`src/rtl/rgb_mixer_pkg.sv`:
```
// rtl/rgb_mixer_pkg.sv - shared state codes and channel indices for the RGB channel controller
//
// Purpose: state encoding of the select sequencer (LOCKED->R->G->B->LOCKED),
//          the index of each colour channel in the level array, and the
//          select-advance helper. Imported by the RTL and by the testbench.
// Ports:   none (package).
package rgb_mixer_pkg;

  typedef enum logic [1:0] {
    ST_LOCKED = 2'd0,
    ST_R      = 2'd1,
    ST_G      = 2'd2,
    ST_B      = 2'd3
  } state_e;

  localparam int CH_R = 0;
  localparam int CH_G = 1;
  localparam int CH_B = 2;
  localparam int NUM_CH = 3;

  // One select press moves to the next state in the ring.
  function automatic state_e next_state(input state_e s);
    case (s)
      ST_LOCKED: next_state = ST_R;
      ST_R:      next_state = ST_G;
      ST_G:      next_state = ST_B;
      default:   next_state = ST_LOCKED;
    endcase
  endfunction

endpackage

```
`src/rtl/rgb_channel_ctrl_pwm_compare.sv`:
```
// rtl/rgb_channel_ctrl_pwm_compare.sv - registered PWM comparator for one colour channel
//
// Purpose: pwm is high for the cycle after the shared counter value is below
//          the channel level, giving a duty of level/2^WIDTH.
// Ports:   clk    in  1      rising-edge clock
//          reset  in  1      asynchronous, active-high
//          cnt    in  WIDTH  shared free-running PWM counter
//          level  in  WIDTH  channel level
//          pwm    out 1      registered PWM output
module pwm_compare #(
  parameter int WIDTH = 8
) (
  input  logic             clk,
  input  logic             reset,
  input  logic [WIDTH-1:0] cnt,
  input  logic [WIDTH-1:0] level,
  output logic             pwm
);

  logic pwm_q;
  logic pwm_d;

  always_comb begin
    pwm_d = (cnt < level);
  end

  always_ff @(posedge clk or posedge reset) begin
    if (reset) begin
      pwm_q <= 1'b0;
    end else begin
      pwm_q <= pwm_d;
    end
  end

  assign pwm = pwm_q;

endmodule

```
`src/rtl/rgb_channel_ctrl.sv`:
```
// rtl/rgb_channel_ctrl.sv - select/encoder sequencer holding three colour levels with optional PWM
//
// Purpose: one debounced select button steps LOCKED->R->G->B->LOCKED; encoder
//          pulses saturate-adjust the level of the channel under edit. An idle
//          timeout in an edit state falls back to LOCKED, keeping the levels.
//          Build option RGB_CTRL_PWM_EN adds a shared free-running counter and
//          three registered comparators; without it pwm_* are tied low.
// Ports:   clk       in  1      rising-edge clock
//          reset     in  1      asynchronous, active-high
//          sel       in  1      debounced select level
//          enc_up    in  1      one-cycle clockwise step pulse
//          enc_down  in  1      one-cycle counter-clockwise step pulse
//          level_r/g/b out WIDTH channel levels
//          channel   out 2      0=LOCKED, 1=R, 2=G, 3=B
//          pwm_r/g/b out 1      PWM outputs
module rgb_channel_ctrl
  import rgb_mixer_pkg::*;
#(
  parameter int WIDTH          = 8,
  parameter int STEP           = 1,
  parameter int RESET_LEVEL    = 0,
  parameter int TIMEOUT_CYCLES = 1000000
) (
  input  logic             clk,
  input  logic             reset,
  input  logic             sel,
  input  logic             enc_up,
  input  logic             enc_down,
  output logic [WIDTH-1:0] level_r,
  output logic [WIDTH-1:0] level_g,
  output logic [WIDTH-1:0] level_b,
  output logic [1:0]       channel,
  output logic             pwm_r,
  output logic             pwm_g,
  output logic             pwm_b
);

  // Counter only needs to reach TIMEOUT_CYCLES-1.
  localparam int CNT_W = (TIMEOUT_CYCLES > 1) ? $clog2(TIMEOUT_CYCLES) : 1;
  localparam logic [CNT_W-1:0] IDLE_LAST = CNT_W'(TIMEOUT_CYCLES - 1);
  localparam logic [WIDTH:0]   MAX_EXT   = {1'b0, {WIDTH{1'b1}}};
  localparam logic [WIDTH:0]   STEP_EXT  = (WIDTH + 1)'(STEP);
  localparam logic [WIDTH-1:0] STEP_W    = WIDTH'(STEP);
  localparam logic [WIDTH-1:0] RST_LVL   = WIDTH'(RESET_LEVEL);

  state_e           state_q, state_d;
  logic             sel_q, sel_d;
  logic [CNT_W-1:0] idle_q, idle_d;
  logic [WIDTH-1:0] level_q [NUM_CH];
  logic [WIDTH-1:0] level_d [NUM_CH];

  logic sel_rise;
  logic enc_move;
  logic activity;
  logic editing;
  logic timeout;

  // Saturating step; compared in WIDTH+1 bits so MAX-STEP cannot underflow.
  function automatic logic [WIDTH-1:0] adjust(input logic [WIDTH-1:0] cur, input logic up);
    logic [WIDTH:0] cur_ext;
    cur_ext = {1'b0, cur};
    if (up) begin
      adjust = (cur_ext > (MAX_EXT - STEP_EXT)) ? {WIDTH{1'b1}} : cur + STEP_W;
    end else begin
      adjust = (cur_ext < STEP_EXT) ? '0 : cur - STEP_W;
    end
  endfunction

  always_comb begin
    sel_d    = sel;
    sel_rise = sel & ~sel_q;
    // Opposing pulses cancel in the level but still count as user activity.
    enc_move = enc_up ^ enc_down;
    activity = sel_rise | enc_up | enc_down;
    editing  = (state_q != ST_LOCKED);
    timeout  = editing && !activity && (idle_q == IDLE_LAST);
  end

  // FSM: state register
  always_ff @(posedge clk or posedge reset) begin
    if (reset) begin
      state_q <= ST_LOCKED;
    end else begin
      state_q <= state_d;
    end
  end

  // FSM: next state
  always_comb begin
    state_d = state_q;
    if (sel_rise) begin
      state_d = next_state(state_q);
    end else if (timeout) begin
      state_d = ST_LOCKED;
    end
  end

  // FSM: outputs
  always_comb begin
    channel = state_q;
  end

  // Idle counter is pinned to 0 while LOCKED and restarts on any activity.
  always_comb begin
    idle_d = idle_q + CNT_W'(1);
    if (!editing || activity || timeout) begin
      idle_d = '0;
    end
  end

  // The encoder acts on the channel selected before this edge, even when a
  // select rise moves the state on at the same edge.
  always_comb begin
    level_d = level_q;
    if (enc_move) begin
      case (state_q)
        ST_R:    level_d[CH_R] = adjust(level_q[CH_R], enc_up);
        ST_G:    level_d[CH_G] = adjust(level_q[CH_G], enc_up);
        ST_B:    level_d[CH_B] = adjust(level_q[CH_B], enc_up);
        default: ;
      endcase
    end
  end

  always_ff @(posedge clk or posedge reset) begin
    if (reset) begin
      sel_q <= 1'b0;
      idle_q <= '0;
      for (int i = 0; i < NUM_CH; i++) begin
        level_q[i] <= RST_LVL;
      end
    end else begin
      sel_q <= sel_d;
      idle_q <= idle_d;
      for (int i = 0; i < NUM_CH; i++) begin
        level_q[i] <= level_d[i];
      end
    end
  end

  assign level_r = level_q[CH_R];
  assign level_g = level_q[CH_G];
  assign level_b = level_q[CH_B];

`ifdef RGB_CTRL_PWM_EN
  logic [WIDTH-1:0] pwm_cnt_q, pwm_cnt_d;

  // Natural wrap at 2^WIDTH-1 -> 0 gives a 2^WIDTH-cycle period.
  always_comb begin
    pwm_cnt_d = pwm_cnt_q + WIDTH'(1);
  end

  always_ff @(posedge clk or posedge reset) begin
    if (reset) begin
      pwm_cnt_q <= '0;
    end else begin
      pwm_cnt_q <= pwm_cnt_d;
    end
  end

  pwm_compare #(.WIDTH(WIDTH)) u_pwm_r (
    .clk(clk), .reset(reset), .cnt(pwm_cnt_q), .level(level_q[CH_R]), .pwm(pwm_r)
  );
  pwm_compare #(.WIDTH(WIDTH)) u_pwm_g (
    .clk(clk), .reset(reset), .cnt(pwm_cnt_q), .level(level_q[CH_G]), .pwm(pwm_g)
  );
  pwm_compare #(.WIDTH(WIDTH)) u_pwm_b (
    .clk(clk), .reset(reset), .cnt(pwm_cnt_q), .level(level_q[CH_B]), .pwm(pwm_b)
  );
`else
  assign pwm_r = 1'b0;
  assign pwm_g = 1'b0;
  assign pwm_b = 1'b0;
`endif

endmodule

```
`config.mk`:
```
export PLATFORM = sky130hd
export DESIGN_NAME = rgb_channel_ctrl
export DESIGN_NICKNAME = d
export VERILOG_FILES = /design/src/rtl/rgb_mixer_pkg.sv /design/src/rtl/rgb_channel_ctrl_pwm_compare.sv /design/src/rtl/rgb_channel_ctrl.sv
export SDC_FILE = /design/constraint.sdc
export NUM_CORES = 1
export LEC_CHECK = 0
export ABC_AREA = 1
export CAP_MARGIN = 20
export CORE_MARGIN = 5
export CORE_UTILIZATION = 65
export DETAILED_ROUTE_END_ITERATION = 10
export DONT_BUFFER_PORTS = 1
export MAX_ROUTING_LAYER = met4
export PLACE_DENSITY = 0.91
export SYNTH_ARGS = -nofsm -noshare
export SYNTH_HDL_FRONTEND = slang
export SYNTH_SLANG_ARGS = --single-unit
```
`constraint.sdc`:
```
create_clock -name clk -period 2 [get_ports clk]
set_input_delay 0.4 -clock clk [delete_from_list [all_inputs] [get_ports clk]]
set_output_delay 0.4 -clock clk [all_outputs]
set_load 0.02 [all_outputs]
```
==> After elaboration in Yosys (flattened, before gate mapping) <==
Cells that the tools add are included.
{ "word_totals": {"reg_bits": 47, "input_bits": 5, "word_cells": 53, "output_inout_bits": 29} }
{ "op_classes": {"muxes": 13, "bitwise": 5, "magnitude_cmp": 6, "eq_ne": 4, "n_reduce_logical": 12, "addsub": 7} }
{ "ops": {"columns": ["op", "n"], "rows": [
  ["two-way mux 8 bit", 9],
  ["adder 8 x 1 -> 8 bit (second input constant)", 3],
  ["greater-than comparator 8 bit (second input constant)", 3],
  ["less-than comparator 8 x 1 -> 1 bit (second input constant)", 3],
  ["subtractor 8 x 1 -> 8 bit (second input constant)", 3],
  ["adder 20 x 1 -> 20 bit (second input constant)", 1],
  ["== test 20 bit (second input constant)", 1],
  ["two-way mux 20 bit", 1],
  ["one-hot mux 2 bit (3 select lines)", 1],
  ["AND reduction 2 bit", 3],
  ["== test 2 bit (second input constant)", 2],
  ["two-way mux 2 bit", 2],
  ["nonzero test 2 bit", 2],
  ["== test 2 x 1 -> 1 bit (second input constant)", 1],
  ["logical AND 1 bit", 2],
  ["zero test 1 bit", 2],
  ["zero test 2 bit", 1],
  ["logical OR 1 bit", 2],
  ["bitwise OR 1 bit", 2],
  ["bitwise AND 1 bit", 1],
  ["inverter 1 bit", 1],
  ["bitwise XOR 1 bit", 1]
]} }

==> Longest topological paths before layout <==
Gate-level depths: netlist of run 1.
{ "logic_depth": {"ltp_word": 9, "ltp_mapped": 11, "depth_no_buf": 11} }

==> Least setup slack after synthesis of run 1 <==
OpenSTA, ideal clock, no wires.
{ "synth_path": {"kind": "reg-to-reg", "start": "register level_q, in the netlist level_b[0]", "end": "register level_q, in the netlist level_b[1]", "stages_incl_launch_ff": 10, "path_buffers": 0, "setup_time_ps": 66, "arrival_time_ps": 1541, "t_required_ps": 1934, "slack_ps": 393, "cell_sequence": "dfrtp_1 > clkinv_1 > ha_1 > nand2_1 > inv_1 > nand3_2 > nand2_1 > o21ai_0 > nand2_1 > nand2_1"} }
{ "synth_via": {"elab_chain_len": 3} }
{ "synth_rtl": {"columns": ["item", "line_no", "text"], "rows": [
  ["from (decl)", "rgb_channel_ctrl.sv:49", "logic [WIDTH-1:0] level_q [NUM_CH];"],
  ["from (signal, indexed assignment)", "rgb_channel_ctrl.sv:136", "level_q[i] <= level_d[i];"],
  ["subtractor 8 x 1 -> 8 bit (tied with other cells)", "rgb_channel_ctrl.sv:65", "adjust = (cur_ext < STEP_EXT) ? '0 : cur - STEP_W;"],
  ["two-way mux 8 bit, on equally long branches", "rgb_channel_ctrl.sv:65, rgb_channel_ctrl.sv:63", null],
  ["two-way mux 8 bit *", "rgb_channel_ctrl.sv:62", "if (up) begin"]
]} }
Every way passes the cells marked *; elsewhere a longest branch is shown, timed or not.
A chain may end at the register's enable or synchronous reset.

==> Worst setup path after layout of run 1 <==
{ "layout_path": {"start": "register level_q, in the netlist level_r[1]", "end": "register level_q, in the netlist level_r[7]"} }
Same word-level chain as after synthesis.

==> results of run 1 <==
==> Yosys cell counts, drive strengths merged <==
cell    instances  share of area
buf            12          0.026
nand3          53          0.075
a22oi           1         0.0020
nor3            7          0.011
or2             2         0.0033
nand2         189           0.19
o21bai          2         0.0040
ha             14          0.047
clkinv          2         0.0020
conb            1         0.0010
nor2          116           0.13
o211ai          2         0.0040
nand3b          1         0.0020
nand4           9          0.015
a21oi           7         0.0093
xor2           14          0.033
clkbuf          1         0.0010
a31oi           1         0.0017
inv            76          0.076
a21boi          1         0.0020
o21ai          23          0.031
dfrtp          47           0.31
xnor2           6          0.019
==> critical path, stage by stage (launching register included) <==
cell and delay, ns:
dfrtp_1 0.58, inv_1 0.11, ha_1 0.24, nand3_2 0.11, nor2_1 0.07, nor2_2 0.18, inv_1 0.10, nor2_1 0.12
nor2_1 0.05, nor2_1 0.08
==> power by group through the flow <==
stage | Clock, uW | Sequential, uW | Combinational (uW)
after detailed placement | 0 | 2020 | 2250
after global routing | 771 | 2070 | 2610
after floorplan | 0 | 1840 | 1880
after global placement | 0 | 1990 | 2160
final | 714 | 2000 | 2280
after CTS | 728 | 1990 | 2260
==> how the worst max path moves through the flow <==
stage | from | to | slack (ns)
2_1_floorplan | level_b[0] | level_b[1] | 0.39
3_3_place_gp | level_g[1] | level_g[3] | 0.42
3_5_place_dp | level_r[1] | level_r[7] | 0.33
4_1_cts | level_r[1] | level_r[7] | 0.30
5_1_grt | level_b[0] | level_b[2] | 0.04
6_report | level_r[1] | level_r[7] | 0.29
==> state kept, by name, indices dropped and copies added, names as in the netlist <==
name,cells
sel_q,1
idle_q,20
level_g,8
level_r,8
level_b,8
channel,2
==> layer usage <==
layer | track usage | up-vias | routed length (um)
li1 | - | 1818 | -
met1 | 0.307 | 1655 | 3570
met2 | 0.429 | 154 | 4140
met3 | 0.0528 | 13 | 799
met4 | 0.0748 | 0 | 109
met5 | - | - | 0
==> final cells by class <==
cell class | count | area (sq um) | share of cell area
Inverter | 78 | 293 | 0.0745
Sequential cell | 47 | 1180 | 0.299
Timing Repair Buffer | 8 | 62.6 | 0.0159
Multi-Input combinational cell | 451 | 2190 | 0.558
Clock buffer | 5 | 68.8 | 0.0175
Tap cell | 72 | 90.1 | 0.0229
Clock inverter | 3 | 46.3 | 0.0118
==> kinds of logic after synthesis <==
group / after synthesis / share of synthesized area
compound gates: 37 / 0.0536
xor+xnor: 20 / 0.0516
fa+ha+maj: 14 / 0.0466
buf+inv: 91 / 0.105
flops: 47 / 0.313
other cells: 1 / 0.000998
simple gates: 377 / 0.429
==> timing repair <==
item,CTS,global route
hold endpoints to repair,6,0
resized for setup,0,0
hold buffers,1,0
==> stage by stage <==
stage,power (uW),hold WS (ns),setup WS [ns]
floorplan,3730,0.431,0.393
global placement,4150,0.179,0.417
detailed placement,4260,0.177,0.328
CTS,4980,0.103,0.303
global route,5450,0.0910,0.0422
finish,5000,0.114,0.289
==> summary by stage, run 1 <==
Critical path
The number of cells traversed by the worst register-to-register path is 9. The critical path launch point type is a register. The worst register-to-register path begins at level_r[1]. For the worst setup path, the data arrival time is 1.94 ns. STA classifies the critical path endpoint as a register. In this run the worst path has a maximum fanout of 8. The critical path is of the register to register type. The endpoint identified for the worst register-to-register timing path is level_r[7]. The minimum setup slack among reg-to-reg paths is 0.29 ns. STA puts the critical path data required time at 2.23 ns.

Power and ir drop
The analysis attributes to cell leakage a power of 0.00191 uW. The cell-internal power is 2400 uW. IR analysis of the VDD net gives a maximum drop of 0.649 mV. The portion of total power attributed to the clock network is 0.143.

The combinational cell fraction of total power is 0.457. In this run the power spent charging and discharging nets is 2600 uW. Of the total power, the share spent switching nets is 0.520.

The share of total power dissipated in sequential elements is 0.400. Dividing total power by cell area gives a power density of 1270 nW/um^2.

CTS
The clock latency on the worst-skew pair is 0.30 ns. The largest buffer count on any clock path is 2. The clock transition at the registers of the reported paths is 0.09 ns.

Counting the buffers created by CTS gives 5. Post-CTS timing repair inserted 0 buffers for setup. The root buffer selected by CTS is clkbuf_8.

The total number of H-tree levels is 2. The CTS tree is done. The clock net sink count is 47.

Timing
Setup violations remaining at the end of the flow were counted as 0. The final-report max-slew violation count is 0. Timing would allow up to 585 MHz. The final critical delay including setup and external delays is 1.71 ns. Headroom to the max-slew limit came out at 0.621. Setup repair after global routing left no endpoint under its margin.

The worst setup skew after layout is 0.00841 ns. The number of hold violations in the final report was 0. In the finished design, the share of the clock period the worst path needs comes to 0.855. Setup total negative slack on the finished layout was measured at 0 ns. At the pin with the least slew margin, the transition time is 0.568 ns.

Place
The count of input and output buffers is 0. The detailed placement HPWL is 6610 um. The total instance count after detailed placement is 655. Routability-driven placement finished with a final weighted congestion of 1.00.

The instance area at placement is 3810 sq um.

Finish
The repair_antennas step left the layout with diodes totalling 0. The final standard cell count with taps included and fillers excluded is 664. Leaving out fill and tap cells, the most frequent cells in the layout are nand2_1, nor2_1, inv_1.

From synthesis to final layout, the design area changed by 4.63%. The final layout contains 610 nets. At the end of the flow the core is filled with cells to 0.705. The post-route cell area is 3930 sq um.

The filler cells instantiated in the layout total 477. The most frequent standard cell in the layout excluding fill and tap cells is nand2_1. The fraction of final layout cells sized beyond drive strength 1 is 0.0709.

Routing
The DRC violation count after routing is 0. The detailed-route vias per instance is 5.48. The number of vias after detailed routing is 3,640. After detailed routing, the average wire length per cell comes to 13.0 um. The initial DRC count is 200. The first-pass iteration count of the detailed router is 5. After detailed routing, the total wire length is 8620 um.

The count of nets left with antenna violations once routing finished came out at 0.

Min path
The instance count along the most critical hold path is 0. In this run the most critical hold path is launched from sel. For hold timing, the worst endpoint is sel_q. In this run the worst hold path is classified as input port to register.

Floorplan
The placeable core region is 5570 sq um. The initial utilization of the core area, before any placement, comes to 0.674. During I/O placement, the number of pins put on the boundary was 34.

The die span in y is 86.0 um. In this run the core area contains 27 standard-cell rows. The floorplan step set the die width to 86.0 um. The area of the die is 7400 sq um.

Logic synthesis
During synthesis, Yosys emitted a total of 0 warnings. The portion of the post-synthesis area used by sequential elements is 0.313. The combined area of all synthesized cells is 3760 sq um. The synthesized instance count is 587. The number of distinct library cells after synthesis is 36. The post-synthesis average cell area is 6.40 sq um. The flop and latch count out of synthesis is 47.

Job
The tool flagged a number of max-cap violations equal to 0.

GRT
Summed over all layers, the global routing overflow is 0. The via count of the first global-routing pass came to 3,508. The initial antenna violation count is 0. The first global-routing pass estimated 15,200 um of wire. Entering global routing, the biggest net connects 42 pins. Across every metal layer, demand over resource in global routing totals 0.255.

Run status
The run finished with clean final reports.
Power figures use the tool's default switching activity.
==> run 2: changes to the inputs <==
CORE_MARGIN = not set   (was 5)
GPL_ROUTABILITY_DRIVEN = 0   (was not set)
==> summary by stage, run 2 (synthesized netlist as in run 1, its figures left out) <==
CTS
The clock transition at the registers of the reported paths is 0.08 ns (about the same). The TritonCTS buffer count came to 5 (unchanged). The clock latency on the worst-skew pair came to 0.31 ns (about the same). The total number of H-tree levels is 2 (unchanged). The count of instances resized after the clock tree is built is 0 (unchanged). The clock net sink count is 47 (unchanged). The CTS tree is done. The post-CTS setup repair buffer count is 0 (unchanged).

The largest buffer count on any clock path was 2 (unchanged). The root buffer selected by CTS is clkbuf_8.

Critical path
The setup path with the least slack is of type register to register. The slowest stage of the critical path is the dfrtp_1 cell. The largest driver fanout on the critical path came to 8 (unchanged). Walking the worst path, the cells encountered are inv_1 -> ha_1 -> nand2_1 -> nor2_1 -> nand2_1 -> nand2_1 -> o21ai_0 -> nand2_1 -> o21ai_0. The critical path data arrival time is 2.07 ns (+0.13 ns). The critical path launch point type is a register.

The worst path required time is 2.21 ns (-0.02 ns). The most numerous cell type found on the critical path is nand2_1. The kind of end point of the critical path is a register. In this run the worst setup path begins at level_g[1]. The largest stage delay on the critical path is 0.61 ns (+0.03 ns). The critical register-to-register path startpoint is level_g[1].

Place
The total instance count after detailed placement is 652 (-0.46%). The count of input and output buffers is 0 (unchanged). The detailed placement HPWL was 6490 um (-1.7%).

Floorplan
The effective utilization at floorplan is 0.678 (+0.00411). The area of the die is 6090 sq um (-18%). The placeable core region was 5540 sq um (-0.61%). The number of placed I/O pins is 34 (unchanged). The number of cell rows is 27 (unchanged). The die extent in x came to 78.0 um (-9.3%). The die span in y was 78.0 um (-9.3%).

Timing
The maximum clock frequency is 537 MHz (-8.1%). Setup repair after global routing left no endpoint under its margin. The number of hold violations in the final report is 0 (unchanged). The count of endpoints failing setup in the final report came to 0 (unchanged). The measured slew at the worst slew-check pin is 0.565 ns (-0.00313 ns). The final critical delay including setup and external delays is 1.86 ns (+0.150 ns). The post-route fraction of the period consumed by the critical path is 0.931 (+0.0752). The tightest slew margin relative to the limit is 0.623 (+0.00209). The aggregate negative setup slack is 0 ns (unchanged). The final-report max-slew violation count is 0 (unchanged). The worst setup skew after layout is 0.00865 ns (+0.000233 ns).

GRT
The via count of the first global-routing pass was 3,448 (-1.7%). The aggregate global-route resource usage is 0.311 (+0.0565). The largest net degree at the start of global routing came to 31 (-26%).

The initial antenna violation count is 0 (unchanged). The first-pass GRT wire length was 14,700 um (-3.0%). The total congestion overflow after global routing is 0 (unchanged).

Finish
The top cell types in the final layout, fill and taps aside, are nand2_1, nor2_1, inv_1. The fraction of final layout cells sized beyond drive strength 1 came to 0.0662 (-0.00473). The layout net count is 607 (-0.49%). The synthesis-to-layout area growth is 4.43%. The final standard cell count with taps included and fillers excluded is 661 (-0.45%). The flip-flop count of the largest register after layout is 20 (unchanged). The number of fill cells was 466 (-2.3%). The final antenna diode count is 0 (unchanged). The register with the highest flop count is idle_q. The library cell used most frequently in the layout, excluding fill and tap cells, is nand2_1.

Routing
The post-route antenna net violation count is 0 (unchanged). The number of vias after detailed routing is 3,671 (+0.85%). The detailed-route vias per instance came to 5.55 (+1.3%).

The initial DRC count is 286 (+43%). The wire length per cell after detailed routing is 13.3 um (+2.9%). The total length of routed wires is 8820 um (+2.4%). The DRC violation count after routing was 0 (unchanged). The first-pass iteration count of the detailed router is 7 (+2).

Run status
The flow ran to the end, and the final reports show no timing, DRC or antenna violations.

Power and ir drop
The worst vdd rail ir drop came to 0.776 mV (+20%). The standby leakage power is 0.00191 uW (-0.19%). The power per standard cell area is 1280 nW/um^2 (+0.34%).

Min path
The class of the tightest hold or removal check is input port to register. The origin of the worst min-delay path is sel.

Job
The number of max-capacitance violations reported is 0 (unchanged).
## run 2: final timing paths
check / to / slack (ns) / depth (start not counted)
worst min-delay path: sel_q / 0.12 / 0
min in group asynchronous: level_r[7] / 0.53 / 2
worst max register to register: level_g[1] / 0.14 / 9
worst max-delay path: level_g[1] / 0.14 / 9
worst min register to register: idle_q[0] / 0.52 / 1
max in group asynchronous: idle_q[18] / 0.96 / 3
## run 2: metal layers
metal | vias to the layer above | part of all wire | global-route usage
li1 | 1809 | - | -
met1 | 1655 | 0.40 | 0.363
met2 | 191 | 0.49 | 0.535
met3 | 16 | 0.094 | 0.0686
met4 | 0 | 0.014 | 0.102
met5 | - | 0 | -
## run 2: through the flow
step	utilization	total power, uW	hold slack, ns	cell area, sq um	setup WS, ns
final	0.708	5000	0.116	3920	0.139
after global placement	0.685	4080	0.298	3800	0.361
after global routing	0.708	5390	0.0989	3920	0.00674
after detailed placement	0.685	4200	0.301	3800	0.233
after floorplan	-	3730	0.431	3760	0.393
after CTS	0.708	4970	0.109	3920	0.158
## run 2: cell type report
| cell class | count | area [sq um] | area share |
|---|---|---|---|
| Timing Repair Buffer | 5 | 52.6 | 0.0134 |
| Multi-Input combinational cell | 451 | 2190 | 0.559 |
| Clock buffer | 6 | 82.6 | 0.0210 |
| Inverter | 78 | 293 | 0.0746 |
| Clock inverter | 2 | 35.0 | 0.00893 |
| Tap cell | 72 | 90.1 | 0.0230 |
| Sequential cell | 47 | 1180 | 0.300 |
## run 2: what timing repair did
action                                  4_1_cts  5_1_grt
hold buffers                                  1        0
endpoints found under the setup margin        0        0
hold endpoints to repair                     17        0
## run 2: report_power, final
group,switching [uW],internal (uW)
combinational,1410,800
sequential,847,1190
clock,342,405
## run 2: worst max-delay path, delay by kind of cell, from the launching register on
kind	cells	cell delay, ns
DFF	1	0.61
and+or+nand+nor	5	0.44
AOI/OAI and AO/OA	2	0.30
adders and majority gates	1	0.28
buffers and inverters	1	0.13
==> run 3: changes to the inputs <==
CORE_ASPECT_RATIO = 1.4   (was not set)
==> summary by stage, run 3 (synthesized netlist as in run 1, its figures left out) <==
CTS
The largest buffer count on any clock path is 2 (unchanged). The count of instances resized after the clock tree is built was 0 (unchanged). TritonCTS built the clock tree. The total number of H-tree levels is 2 (unchanged).

The post-CTS setup repair buffer count was 0 (unchanged). The TritonCTS buffer count was 5 (unchanged). The total of hold buffers inserted after clock tree synthesis is 0 (-1). The clock latency on the worst-skew pair is 0.32 ns (about the same).

The clock transition at the registers of the reported paths is 0.09 ns (about the same). The clock net sink count came to 47 (unchanged). The root buffer selected by CTS is clkbuf_8.

Critical path
The largest driver fanout on the critical path is 8 (unchanged). The critical path launch point type is a register. The critical path class is register to register.

The worst path required time came to 2.24 ns (+0.03 ns). The worst setup path is captured at a register. The critical path data arrival time is 1.99 ns (-0.08 ns).

Finish
The final antenna diode count is 0 (unchanged). The final standard cell count with taps included and fillers excluded came to 656 (-0.76%). The flip-flop count of the largest register after layout is 20 (unchanged). The synthesis-to-layout area growth is 3.26%. The fraction of final layout cells sized beyond drive strength 1 is 0.0663 (+0.000113).

The layout net count came to 606 (-0.16%). In the layout the commonest cells are nand2_1, nor2_1, inv_1. The register with the highest flop count is idle_q.

The post-route cell area is 3880 sq um (-1.1%). The most frequent standard cell in the layout excluding fill and tap cells is nand2_1.

Power and ir drop
The share of power burned in registers is 0.420 (+0.012). The cell-internal power is 2240 uW (-6.7%). The power per standard cell area is 1240 nW/um^2 (-2.4%). The switching power as a share of total power was 0.536 (+0.0161). The portion of total power attributed to the clock network was 0.123 (-0.026). The combinational cell fraction of total power is 0.457 (+0.014). The total power after layout came to 4830 uW (-3.5%).

The standby leakage power is 0.00188 uW (-1.3%). The power dissipated by switching net loads is 2590 uW (-0.51%). The worst vdd rail ir drop is 0.697 mV (-10%).

Timing
The maximum clock frequency is 569 MHz (+6.0%). The final setup slack of the worst path came to 0.244 ns (+0.105 ns). The tightest slew margin relative to the limit is 0.632 (+0.00842).

The final-report max-slew violation count came to 0 (unchanged). The aggregate negative setup slack is 0 ns (unchanged). Setup repair after global routing left no endpoint under its margin. The post-route fraction of the period consumed by the critical path came to 0.878 (-0.0524). The measured slew at the worst slew-check pin is 0.552 ns (-0.0126 ns).

The final critical delay including setup and external delays is 1.76 ns (-0.105 ns). The count of endpoints failing setup in the final report is 0 (unchanged). The number of hold violations in the final report is 0 (unchanged). The worst setup skew after layout is 0.00916 ns (+0.000515 ns).

Floorplan
The die span in y was 92.0 um (+18%). The placeable core region is 5530 sq um (-0.27%). The effective utilization at floorplan was 0.680 (+0.00184). The area of the die was 6090 sq um (about the same). The die extent in x is 66.3 um (-15%).

The number of cell rows came to 32 (+19%). The number of placed I/O pins was 34 (unchanged).

Routing
The total length of routed wires is 8670 um (-1.7%). The DRC violation count after routing is 0 (unchanged). The initial DRC count is 359 (+26%). The highest layer touched by signal routing is met4.

The first-pass iteration count of the detailed router is 5 (-2). The routed length on met2 is 4330 um (-0.14%). The post-route antenna net violation count came to 0 (unchanged).

The sum of routed wire segments on met1 is 3350 um (-5.1%). The wire length per cell after detailed routing was 13.2 um (-0.95%). The detailed-route vias per instance is 5.65 (+1.8%). The number of vias after detailed routing came to 3,707 (+0.98%). The wire length on met3 was 617 um (-26%).

Job
The number of max-capacitance violations reported is 0 (unchanged).

Run status
The flow ran to the end, and the final reports show no timing, DRC or antenna violations.

GRT
The largest net degree at the start of global routing is 28 (-9.7%). The via count of the first global-routing pass is 3,529 (+2.3%). The first-pass GRT wire length is 14,500 um (-1.5%). The initial antenna violation count came to 0 (unchanged). The total congestion overflow after global routing is 0 (unchanged). The aggregate global-route resource usage is 0.313 (+0.00218).

Place
The detailed placement HPWL is 6490 um (unchanged). The instance area at placement is 3790 sq um (-0.13%). The total instance count after detailed placement is 648 (-0.61%). The minimum setup slack after placement is 0.305 ns (+0.0717 ns). The count of input and output buffers is 0 (unchanged).

Min path
The min-delay analysis places its worst path in the category input port to asynchronous set/reset pin.
## run 3: cell count changes in the layout (fill, tap and decap cells not counted)
cell,previous run,this run
clkinvlp_4,0,2
bufinv_16,1,0
clkbuf_8,6,5
dlygate4sd3_1,1,0
## run 3: power by group through the flow
stage                     clock (uW)  combinational [uW]  sequential, uW
after detailed placement           0                2170            2030
after CTS                        598                2180            2010
after floorplan                    0                1880            1840
final                            595                2210            2030
after global routing             642                2530            2080
after global placement             0                2070            2020
## run 3: metal layers
metal | vias up | GRT usage
li1 | 1813 | -
met1 | 1677 | 0.339
met2 | 168 | 0.522
met3 | 49 | 0.0609
met4 | 0 | 0.181
met5 | - | -
## run 3: final timing paths
kind | from | slack [ns] | cells after the start | endpoint
setup / recovery | level_g[1] | 0.24 | 9 | level_g[1]
setup reg to reg | level_g[1] | 0.24 | 9 | level_g[1]
min in group clk | sel | 0.10 | 0 | sel_q
hold / removal | reset | 0.001 | 1 | level_g[6]
hold reg to reg | idle_q[0] | 0.55 | 1 | idle_q[0]
max in group asynchronous | reset | 1.49 | 2 | idle_q[7]
## run 3: final cells by class
type / instances / area (sq um)
clock buffers: 5 / 68.8
clock inverters: 3 / 20.0
fillers: 468 / 1650
inverters: 78 / 293
multi-input cells: 451 / 2190
flip-flops and latches: 47 / 1180
well taps: 68 / 85.1
repair buffers: 4 / 42.5
## run 3: metrics by stage
stage                      util  hold WS [ns]
after CTS                 0.702        0.0156
after global routing      0.702        0.0298
after global placement    0.686         0.358
final                     0.702       0.00130
after floorplan               -         0.431
after detailed placement  0.686         0.356
## run 3: critical path, stage by stage, from the launching register on
cell and delay [ns]:
dfrtp_1 0.59, inv_1 0.11, ha_1 0.25, nand2_1 0.08, nor2_1 0.06, nand2_1 0.13
nand2_1 0.11, o21ai_0 0.20, nand2_1 0.08, o21ai_0 0.07
